### src/rtl/dtc_sched_pkg.sv
// Shared types and constants for the shared decision-tree classifier scheduler.
package dtc_sched_pkg;

    localparam int FEAT_W      = 12;
    localparam int CLS_W       = 3;
    localparam int NUM_CLASSES = 8;

    typedef logic [FEAT_W-1:0] feat_t;
    typedef logic [CLS_W-1:0]  cls_t;

endpackage

### src/rtl/dtc_rr_arbiter.sv
// Round-robin arbiter.
// The search starts at rr_ptr and wraps modulo NUM_REQ. The result is a one-hot
// grant plus its index. The pointer register is kept in the parent.
module dtc_rr_arbiter #(
    parameter  int NUM_REQ = 4,
    localparam int IDW     = $clog2(NUM_REQ)
) (
    input  logic [NUM_REQ-1:0] req,
    input  logic [IDW-1:0]     rr_ptr,
    input  logic               enable,
    output logic [NUM_REQ-1:0] grant,
    output logic [IDW-1:0]     grant_idx,
    output logic               any_grant
);

    // First requester at or after rr_ptr (wrapping) wins; nothing granted when disabled.
    always_comb begin : arb
        int idx;
        grant     = '0;
        grant_idx = '0;
        any_grant = 1'b0;
        idx       = 0;
        if (enable) begin
            for (int k = 0; k < NUM_REQ; k++) begin
                idx = (int'(rr_ptr) + k) % NUM_REQ;
                if (!any_grant && req[idx]) begin
                    any_grant = 1'b1;
                    grant_idx = IDW'(idx);
                end
            end
            if (any_grant) begin
                grant[grant_idx] = 1'b1;
            end
        end
    end

endmodule

### src/rtl/dtc_share_sched.sv
// Shares one combinational classifier among NUM_REQ requesters.
// Arbitration is round-robin. The datapath is a two-stage pipeline: an issue
// register that drives the classifier, then a result register tagged with the
// requester id. A saturating histogram counts each delivered class.
//
// Handshake rule for every interface: a transfer happens on a rising edge where
// valid and ready are both high. A valid that has been raised stays high, with
// stable data, until it is accepted. Ready may depend combinationally on valid
// (req_ready does).
module dtc_share_sched
    import dtc_sched_pkg::*;
#(
    parameter  int NUM_REQ = 4,
    parameter  int CNT_W   = 16,
    localparam int IDW     = $clog2(NUM_REQ)
) (
    input  logic                     clk,
    input  logic                     rst_n,
    input  logic                     en,
    input  logic [NUM_REQ-1:0]       req_valid,
    input  logic [NUM_REQ*FEAT_W-1:0] req_data,
    output logic [NUM_REQ-1:0]       req_ready,
    output logic [FEAT_W-1:0]        cls_inp,
    input  logic [CLS_W-1:0]         cls_outp,
    output logic                     res_valid,
    input  logic                     res_ready,
    output logic [CLS_W-1:0]         res_class,
    output logic [IDW-1:0]           res_id,
    input  logic                     clr_stats,
    input  logic [2:0]               stat_sel,
    output logic [CNT_W-1:0]         stat_cnt
);

    logic               s1_valid;
    logic [IDW-1:0]     s1_id;
    logic [IDW-1:0]     rr_ptr;
    logic [NUM_REQ-1:0] gnt;
    logic [IDW-1:0]     gnt_idx;
    logic               any_gnt;
    logic               s1_accept;
    logic               s2_accept;
    logic               arb_en;
    logic               res_xfer;
    feat_t              sel_feat;
    logic [CNT_W-1:0]   hist [NUM_CLASSES];

    // S2 can load whenever its current item leaves or it is empty; S1 chains on S2.
    assign s2_accept = !res_valid || res_ready;
    assign s1_accept = !s1_valid || s2_accept;
    assign res_xfer  = res_valid && res_ready;

    // Gating with rst_n keeps req_ready low for the whole time reset is asserted.
    assign arb_en = en && s1_accept && rst_n;

    dtc_rr_arbiter #(.NUM_REQ(NUM_REQ)) u_arb (
        .req       (req_valid),
        .rr_ptr    (rr_ptr),
        .enable    (arb_en),
        .grant     (gnt),
        .grant_idx (gnt_idx),
        .any_grant (any_gnt)
    );

    assign req_ready = gnt;

    // Select the granted requester's feature vector.
    always_comb begin
        sel_feat = '0;
        for (int i = 0; i < NUM_REQ; i++) begin
            if (gnt[i]) begin
                sel_feat = req_data[i*FEAT_W +: FEAT_W];
            end
        end
    end

    // Round-robin pointer: move just past the winner; hold when nobody is granted.
    always_ff @(posedge clk or negedge rst_n) begin
        if (!rst_n) begin
            rr_ptr <= '0;
        end else if (any_gnt) begin
            rr_ptr <= (gnt_idx == IDW'(NUM_REQ - 1)) ? '0 : gnt_idx + IDW'(1);
        end
    end

    // Issue stage. cls_inp keeps its last value when S1 is empty or stalled, so
    // the classifier output stays stable.
    always_ff @(posedge clk or negedge rst_n) begin
        if (!rst_n) begin
            s1_valid <= 1'b0;
            s1_id    <= '0;
            cls_inp  <= '0;
        end else if (s1_accept) begin
            s1_valid <= any_gnt;
            if (any_gnt) begin
                s1_id   <= gnt_idx;
                cls_inp <= sel_feat;
            end
        end
    end

    // Result stage. It captures the classifier output and requester id, and
    // holds them after delivery until the next load.
    always_ff @(posedge clk or negedge rst_n) begin
        if (!rst_n) begin
            res_valid <= 1'b0;
            res_class <= '0;
            res_id    <= '0;
        end else if (s2_accept) begin
            res_valid <= s1_valid;
            if (s1_valid) begin
                res_class <= cls_outp;
                res_id    <= s1_id;
            end
        end
    end

    // Per-class histogram. Counters saturate, and a clear overrides a
    // coincident count.
    always_ff @(posedge clk or negedge rst_n) begin
        if (!rst_n) begin
            for (int c = 0; c < NUM_CLASSES; c++) begin
                hist[c] <= '0;
            end
        end else if (clr_stats) begin
            for (int c = 0; c < NUM_CLASSES; c++) begin
                hist[c] <= '0;
            end
        end else if (res_xfer && (hist[res_class] != {CNT_W{1'b1}})) begin
            hist[res_class] <= hist[res_class] + CNT_W'(1);
        end
    end

    assign stat_cnt = hist[stat_sel];

endmodule

### config.mk
export PLATFORM = sky130hd
export DESIGN_NAME = dtc_share_sched
export DESIGN_NICKNAME = d
export VERILOG_FILES = /design/src/rtl/dtc_sched_pkg.sv /design/src/rtl/dtc_rr_arbiter.sv /design/src/rtl/dtc_share_sched.sv
export SDC_FILE = /design/constraint.sdc
export NUM_CORES = 1
export LEC_CHECK = 0
export CAP_MARGIN = 25
export CELL_PAD_IN_SITES_DETAIL_PLACEMENT = 1
export CELL_PAD_IN_SITES_GLOBAL_PLACEMENT = 1
export CORE_ASPECT_RATIO = 0.5
export CORE_UTILIZATION = 39
export DETAILED_ROUTE_END_ITERATION = 8
export GPL_TIMING_DRIVEN = 0
export HOLD_SLACK_MARGIN = 0.1
export PLACE_DENSITY = 0.82
export SLEW_MARGIN = 20
export SYNTH_ARGS = -nofsm -noshare
export SYNTH_HDL_FRONTEND = slang
export SYNTH_SLANG_ARGS = --single-unit
### constraint.sdc
create_clock -name clk -period 4.1 [get_ports clk]
set_input_delay 1.23 -clock clk [delete_from_list [all_inputs] [get_ports clk]]
set_output_delay 1.23 -clock clk [all_outputs]
set_load 0.05 [all_outputs]
==> After elaboration in Yosys (flattened, before gate mapping) <==
Cells that the tools add are included.
{ "word_totals": {"reg_bits": 151, "inputBits": 63, "out_inout_bits": 38, "wordCells": 104} }
{ "op_classes": {"n_reduce_logical": 22, "n_addsub": 5, "n_eq_ne": 2, "n_lt_le_gt_ge": 9, "muxes": 46, "n_bitwise": 5} }
{ "ops": {"columns": ["cell", "n"], "rows": [
  ["$mux 128", 2],
  ["$bwmux 128", 1],
  ["$bmux 16 s3", 2],
  ["$mux 16", 5],
  ["$demux 16 s3", 1],
  ["$mux 12", 4],
  ["$mux 1", 17],
  ["$add 16x1->16 const B", 1],
  ["$ne 16x16->1 const B", 1],
  ["$mux 2", 7],
  ["$lt 3x4->1 const B", 3],
  ["$logic_and 1x1->1", 9],
  ["$bmux 1 s2", 4],
  ["$ge 4x4->1 const B", 2],
  ["$mux 4", 2],
  ["$not 3->4", 2],
  ["$lt 2x3->1 const B", 2],
  ["$reduce_or 2->1", 3],
  ["$logic_not 1->1", 5],
  ["$add 2x1->2 const B", 2],
  ["$add 2x2->2 const B", 2],
  ["$lt 4x1->1 const B", 1],
  ["$reduce_and 2->1", 2],
  ["$and 1x1->1 const A", 3],
  ["5 further kinds", 6]
]} }

==> Logic depth before layout (Yosys ltp) <==
{ "depth": {"word_depth": 28, "ltp_mapped": 16, "mapped_depth_nobuf": 9} }

==> Cells and area by module <==
A second synthesis with hierarchy kept.
{ "hier_totals": {"cells_unflattened": 742, "area_unflattened_um2": 8723.4} }
{ "by_module_without_submodules": {"columns": ["module", "area_each_um2", "seq_area_each_um2", "cells_each", "instances"], "rows": [
  ["dtc_share_sched", 8579.5, 3778.6, 722, 1],
  ["dtc_rr_arbiter", 143.9, 0.0, 20, 1]
]} }

==> Worst setup path after synthesis <==
OpenSTA, ideal clock, no wires.
{ "synth_timing": {"path_type": "input to output", "startpoint": "input port req_valid[2]", "endpoint": "output port req_ready[3]", "stages": 5, "path_buffers": 1, "path_slack_ns": -0.235, "required_ns": 2.870, "arrival_time_ns": 3.105, "path_cell_list": "mux2_2 a221oi_2 nand2_1 nor2_1 clkbuf_1"} }
{ "synth_between": {"elab_chain_len": 22, "word_cells_on_any_way": 37, "classes_between": "2 x order compare; 28 x mux; 7 x reduce/logical"} }
{ "synth_rtl": {"columns": ["item", "line_no", "text"], "rows": [
  ["start, declared", "dtc_share_sched.sv:20", "input logic [NUM_REQ-1:0] req_valid,"],
  ["$bmux 1 s2", "dtc_rr_arbiter.sv:26", "if (!any_grant && req[idx]) begin"],
  ["$mux 1 (not written as such)", "dtc_rr_arbiter.sv:26", null],
  ["$mux 1", "dtc_rr_arbiter.sv:26", null],
  ["$mux 1", "dtc_rr_arbiter.sv:23", "if (enable) begin"],
  ["$logic_not 1->1", "dtc_rr_arbiter.sv:26", null],
  ["$logic_and 1x1->1", "dtc_rr_arbiter.sv:26", null],
  ["$mux 1", "dtc_rr_arbiter.sv:26", null],
  ["$mux 1", "dtc_rr_arbiter.sv:23", null],
  ["(+6 left out)", null, null],
  ["$mux 2", "dtc_rr_arbiter.sv:26", null],
  ["$mux 2", "dtc_rr_arbiter.sv:23", null],
  ["$lt 2x3->1 (not written as such) / $ge 2x1->1 (equally long branches)", "dtc_rr_arbiter.sv:32", "grant[grant_idx] = 1'b1;"],
  ["$logic_and 1x1->1 (not written as such)", "dtc_rr_arbiter.sv:32", null],
  ["$mux 1 (not written as such)", "dtc_rr_arbiter.sv:32", null],
  ["$demux 1 s2", null, null],
  ["$mux 4 (*)", "dtc_rr_arbiter.sv:31", "if (any_grant) begin"],
  ["$mux 4 (*)", "dtc_rr_arbiter.sv:23", null],
  ["end, declared", "dtc_share_sched.sv:22", "output logic [NUM_REQ-1:0] req_ready,"]
]} }
Mark *: on every way between the ends. The rest lies on a longest branch, timed or not. The select of a mux whose other input is x is not followed.

==> Worst setup path in the final report <==
{ "layout_timing": {"startpoint": "input port req_valid[1]", "endpoint": "output port req_ready[2]"} }
Same word-level chain as after synthesis.

==> implementation parameters <==
Parameter                              Value

Routing
  Antenna-violating nets left ... 0
  Final routed DRC violation total ... 0
  First-pass DRT Iterations ... 5
  Routed via count ... 7430
  Avg Vias per Cell ... 6.30
  Total wire length after detailed routing ... 32000 um
  Average detailed-routed wire length per instance ... 27.2 um
  Violation count after the first detailed-routing iteration ... 627

Setup path
  Crit path arrival time ... 2900 ps
  Total buffers and inverters traversed by the critical path ... 2
  Flop-to-flop setup slack ... 150 ps
  Crit Path Class ... in -> out
  Slowest CP cell ... sky130_fd_sc_hd__clkdlybuf4s50_1
  Cell count of the worst reg-to-reg path ... 14
  CP Max Fanout ... 4
  Cell chain of the critical path ... clkdlybuf4s50_1, a21o_1, a21oi_1, o22ai_2, nor3_1, buf_4
  Critical path startpoint category ... primary input
  Worst endpoint required time ... 2870 ps
  Logic depth of the worst path, buffers included ... 6
  Type of element capturing the critical path ... output pin
  Cell family with the largest share of critical-path delay ... buffers and inverters
  Slowest Stage Delay on Critical Path ... 480 ps

Logic synthesis
  EDFF count, synth ... 0
  Count of distinct cell types in the synthesized netlist ... 73
  Number of warnings reported in the yosys synthesis log ... 0
  Average instance area after synthesis ... 12.0 um2
  Most instantiated flip-flop cell in the synthesis netlist ... sky130_fd_sc_hd__dfrtp_1
  Sequential element share of the synthesized area ... 42.4%
  Synthesized flop and latch total ... 151
  Synthesized netlist net count ... 805
  Proportion of synthesized flip-flops having asynchronous set or reset ... 100%
  Cell area after technology mapping ... 0.00891 mm2
  Gate count of the mapped netlist ... 741

Place
  PortBufs ... 97
  Hpwl dp ... 21000 um
  Placed cell areas ... 0.0103 mm2
  Number of placed instances, taps included ... 1139
  Final weighted congestion in routability-driven placement ... 0.870

Global routing
  Number of global-route vias before repair ... 8065
  Largest net degree at the start of global routing ... 95
  GRT met1 Usage ... 35.7%
  Total gr overflow ... 0
  Busiest metal layer after global routing ... met2
  Met2 routing resource usage after global routing ... 45.5%
  Met3 demand-to-capacity share in global routing ... 8.03%
  Antenna violations before repair ... 1
  First-pass GRT wire length ... 48700 um
  Total routing resource utilization after global routing ... 28.2%

STA
  Share of the clock period used by the worst path ... 101%
  Worst setup skew after layout ... 13.1 ps
  Worst rel slew slack ... 42.7%
  Setup tns final ... -26.7 ps
  Endpoints failing setup ... 1
  Crit path time final ... 4130 ps
  Slew Viols, Final ... 0
  Hold Fails Final Rpt ... 0
  Highest achievable clock rate ... 0.242 GHz
  Slew of the pin with the lowest slew margin ... 859 ps
  Final critical-path setup slack ... -26.7 ps

Power and ir drop
  Pwr dens ... 452 mW/mm2
  Static power due to leakage ... 4.83 nW
  Worst ir drop on vdd ... 276 uV

CTS
  Worst-case clock buffer depth ... 2
  Clk Latency, worst-skew pair ... 450 ps
  Register clock-pin slew on the reported worst setup and hold paths ... 70 ps
  Clock tree from TritonCTS ... yes
  CTS buffer count ... 17
  CTS Root Buffer Type ... sky130_fd_sc_hd__clkbuf_16
  Sink count of the clock tree ... 151
  H-tree depth reported by CTS ... 4

Floorplanning
  Core ar. ... 0.0220 mm2
  Site Rows ... 38
  Area of the die ... 0.0235 mm2
  Top Ports ... 101
  Starting Density ... 40.5%
  Die W ... 216 um
  Chip height ... 109 um

Min path
  Classification of the worst-slack hold path ... reg -> reg
  Worst Hold Depth ... 1

Layout
  Commonest non-fill, non-tap cell in the layout ... sky130_fd_sc_hd__dfrtp_1
  Post-layout instance count excluding filler cells ... 1179
  Multi-input logic area ... 0.00478 mm2
  Net total in the final layout ... 930
  Inserted Diodes ... 0
  Number of filler cells placed in the layout ... 2280
  Leading cell types in the layout, fill and taps excluded ... sky130_fd_sc_hd__dfrtp_1, sky130_fd_sc_hd__mux2i_1, sky130_fd_sc_hd__nor2_1
  Area growth from synthesis to layout ... 25.9%
  Area occupied by registers ... 0.00378 mm2
  Proportion of layout cells with a drive suffix above 1 ... 24.5%
  Post-route design area ... 0.0112 mm2

Run status
  Outcome ... finished with violations
  Violated checks ... negative setup slack

Run
  Count of maximum capacitance violations ... 0
## area by class of cell
class / count / area share [%]
Timing Repair Buffer: 108 / 9.75
Sequential cell: 151 / 33.7
Multi-Input combinational cell: 530 / 42.6
Clock inverter: 12 / 1.67
Clock buffer: 20 / 4.07
Buffer: 51 / 4.67
Tap cell: 300 / 3.34
Inverter: 7 / 0.234
## path summary, 6_finish.rpt
path | start | to
worst max-delay path | req_valid[1] | req_ready[2]
worst min-delay path | s1_valid | res_valid
worst max register to register | res_class[2] | hist[47]
worst min register to register | s1_valid | res_valid
max in group asynchronous | rst_n | hist[125]
min in group asynchronous | rst_n | hist[98]
## timing repair
action | CTS | global route
resized for setup | 116 | 27
endpoints found under the hold margin | 0 | 0
gates cloned | 0 | 0
buffers inserted | 3 | 7
setup endpoints to repair | 20 | 105
hold buffers | 0 | 0
pin swaps | 3 | 3
## worst reg2reg max path: cells and delay by family, from the launching register on
kind	cells	cell delay [ps]
simple gates	6	1440
buf+inv	5	1210
compound gates	2	520
flops	1	480
fa+ha+maj	1	230
## where the power goes
group	leakage, nW	switching (W)	internal (W)
clock network	0.314	0.000694	0.00106
logic	2.46	0.00102	0.000627
registers	2.05	0.0000848	0.00158
total	4.83	0.00180	0.00327
## cell families after synthesis
family          synth area share (%)
compound gates                  15.7
xor+xnor                        1.74
fa+ha+maj                      0.140
buf+inv                         4.97
flops                           42.4
mux                             25.3
simple gates                    9.72
## sequential cells by signal (all words and copies together) (netlist names)
register,flops
rr_ptr,2
s1_valid,1
res_valid,1
res_class,3
cls_inp,12
res_id,2
hist,128
s1_id,2
## metrics by stage
stage	hold slack (ps)	setup slack [ps]	power, W	util, %
2_1_floorplan	446	-140	0.00266	-
3_3_place_gp	462	-7420	0.00318	46.6
3_5_place_dp	475	-1540	0.00322	46.8
4_1_cts	480	-66.5	0.00502	50.5
5_1_grt	504	-59.1	0.00522	51.0
6_report	475	-26.7	0.00507	51.0
## cells in the mapped netlist (4+ instances only)
library cell | n | area [um2]
sky130_fd_sc_hd__xnor2_1 | 5 | 43.8
sky130_fd_sc_hd__o21ai_0 | 30 | 150
sky130_fd_sc_hd__mux4_2 | 38 | 856
sky130_fd_sc_hd__dfrtp_1 | 151 | 3780
sky130_fd_sc_hd__a22o_1 | 79 | 692
sky130_fd_sc_hd__and3b_1 | 9 | 78.8
sky130_fd_sc_hd__buf_6 | 11 | 124
sky130_fd_sc_hd__a211oi_1 | 10 | 75.1
sky130_fd_sc_hd__clkbuf_1 | 17 | 63.8
sky130_fd_sc_hd__nand3_1 | 6 | 30.0
sky130_fd_sc_hd__nor3_1 | 4 | 20.0
sky130_fd_sc_hd__nand2b_1 | 11 | 68.8
sky130_fd_sc_hd__mux4_1 | 8 | 210
sky130_fd_sc_hd__mux2_2 | 30 | 338
sky130_fd_sc_hd__nor2_1 | 84 | 315
sky130_fd_sc_hd__buf_12 | 4 | 80.1
sky130_fd_sc_hd__nor2_2 | 5 | 31.3
sky130_fd_sc_hd__buf_1 | 6 | 22.5
sky130_fd_sc_hd__nand2_1 | 25 | 93.8
sky130_fd_sc_hd__buf_2 | 7 | 35.0
sky130_fd_sc_hd__a21oi_1 | 35 | 175
sky130_fd_sc_hd__mux2i_1 | 83 | 831
sky130_fd_sc_hd__xor2_1 | 4 | 35.0
sky130_fd_sc_hd__inv_1 | 6 | 22.5
## per-layer routing
layer  vias up  wire (um)
met5         -          0
met4         0       1110
met3        96       2690
met2       382      15200
met1      3872      13100
li1       3080          -
(Power assumes the default switching activity.)
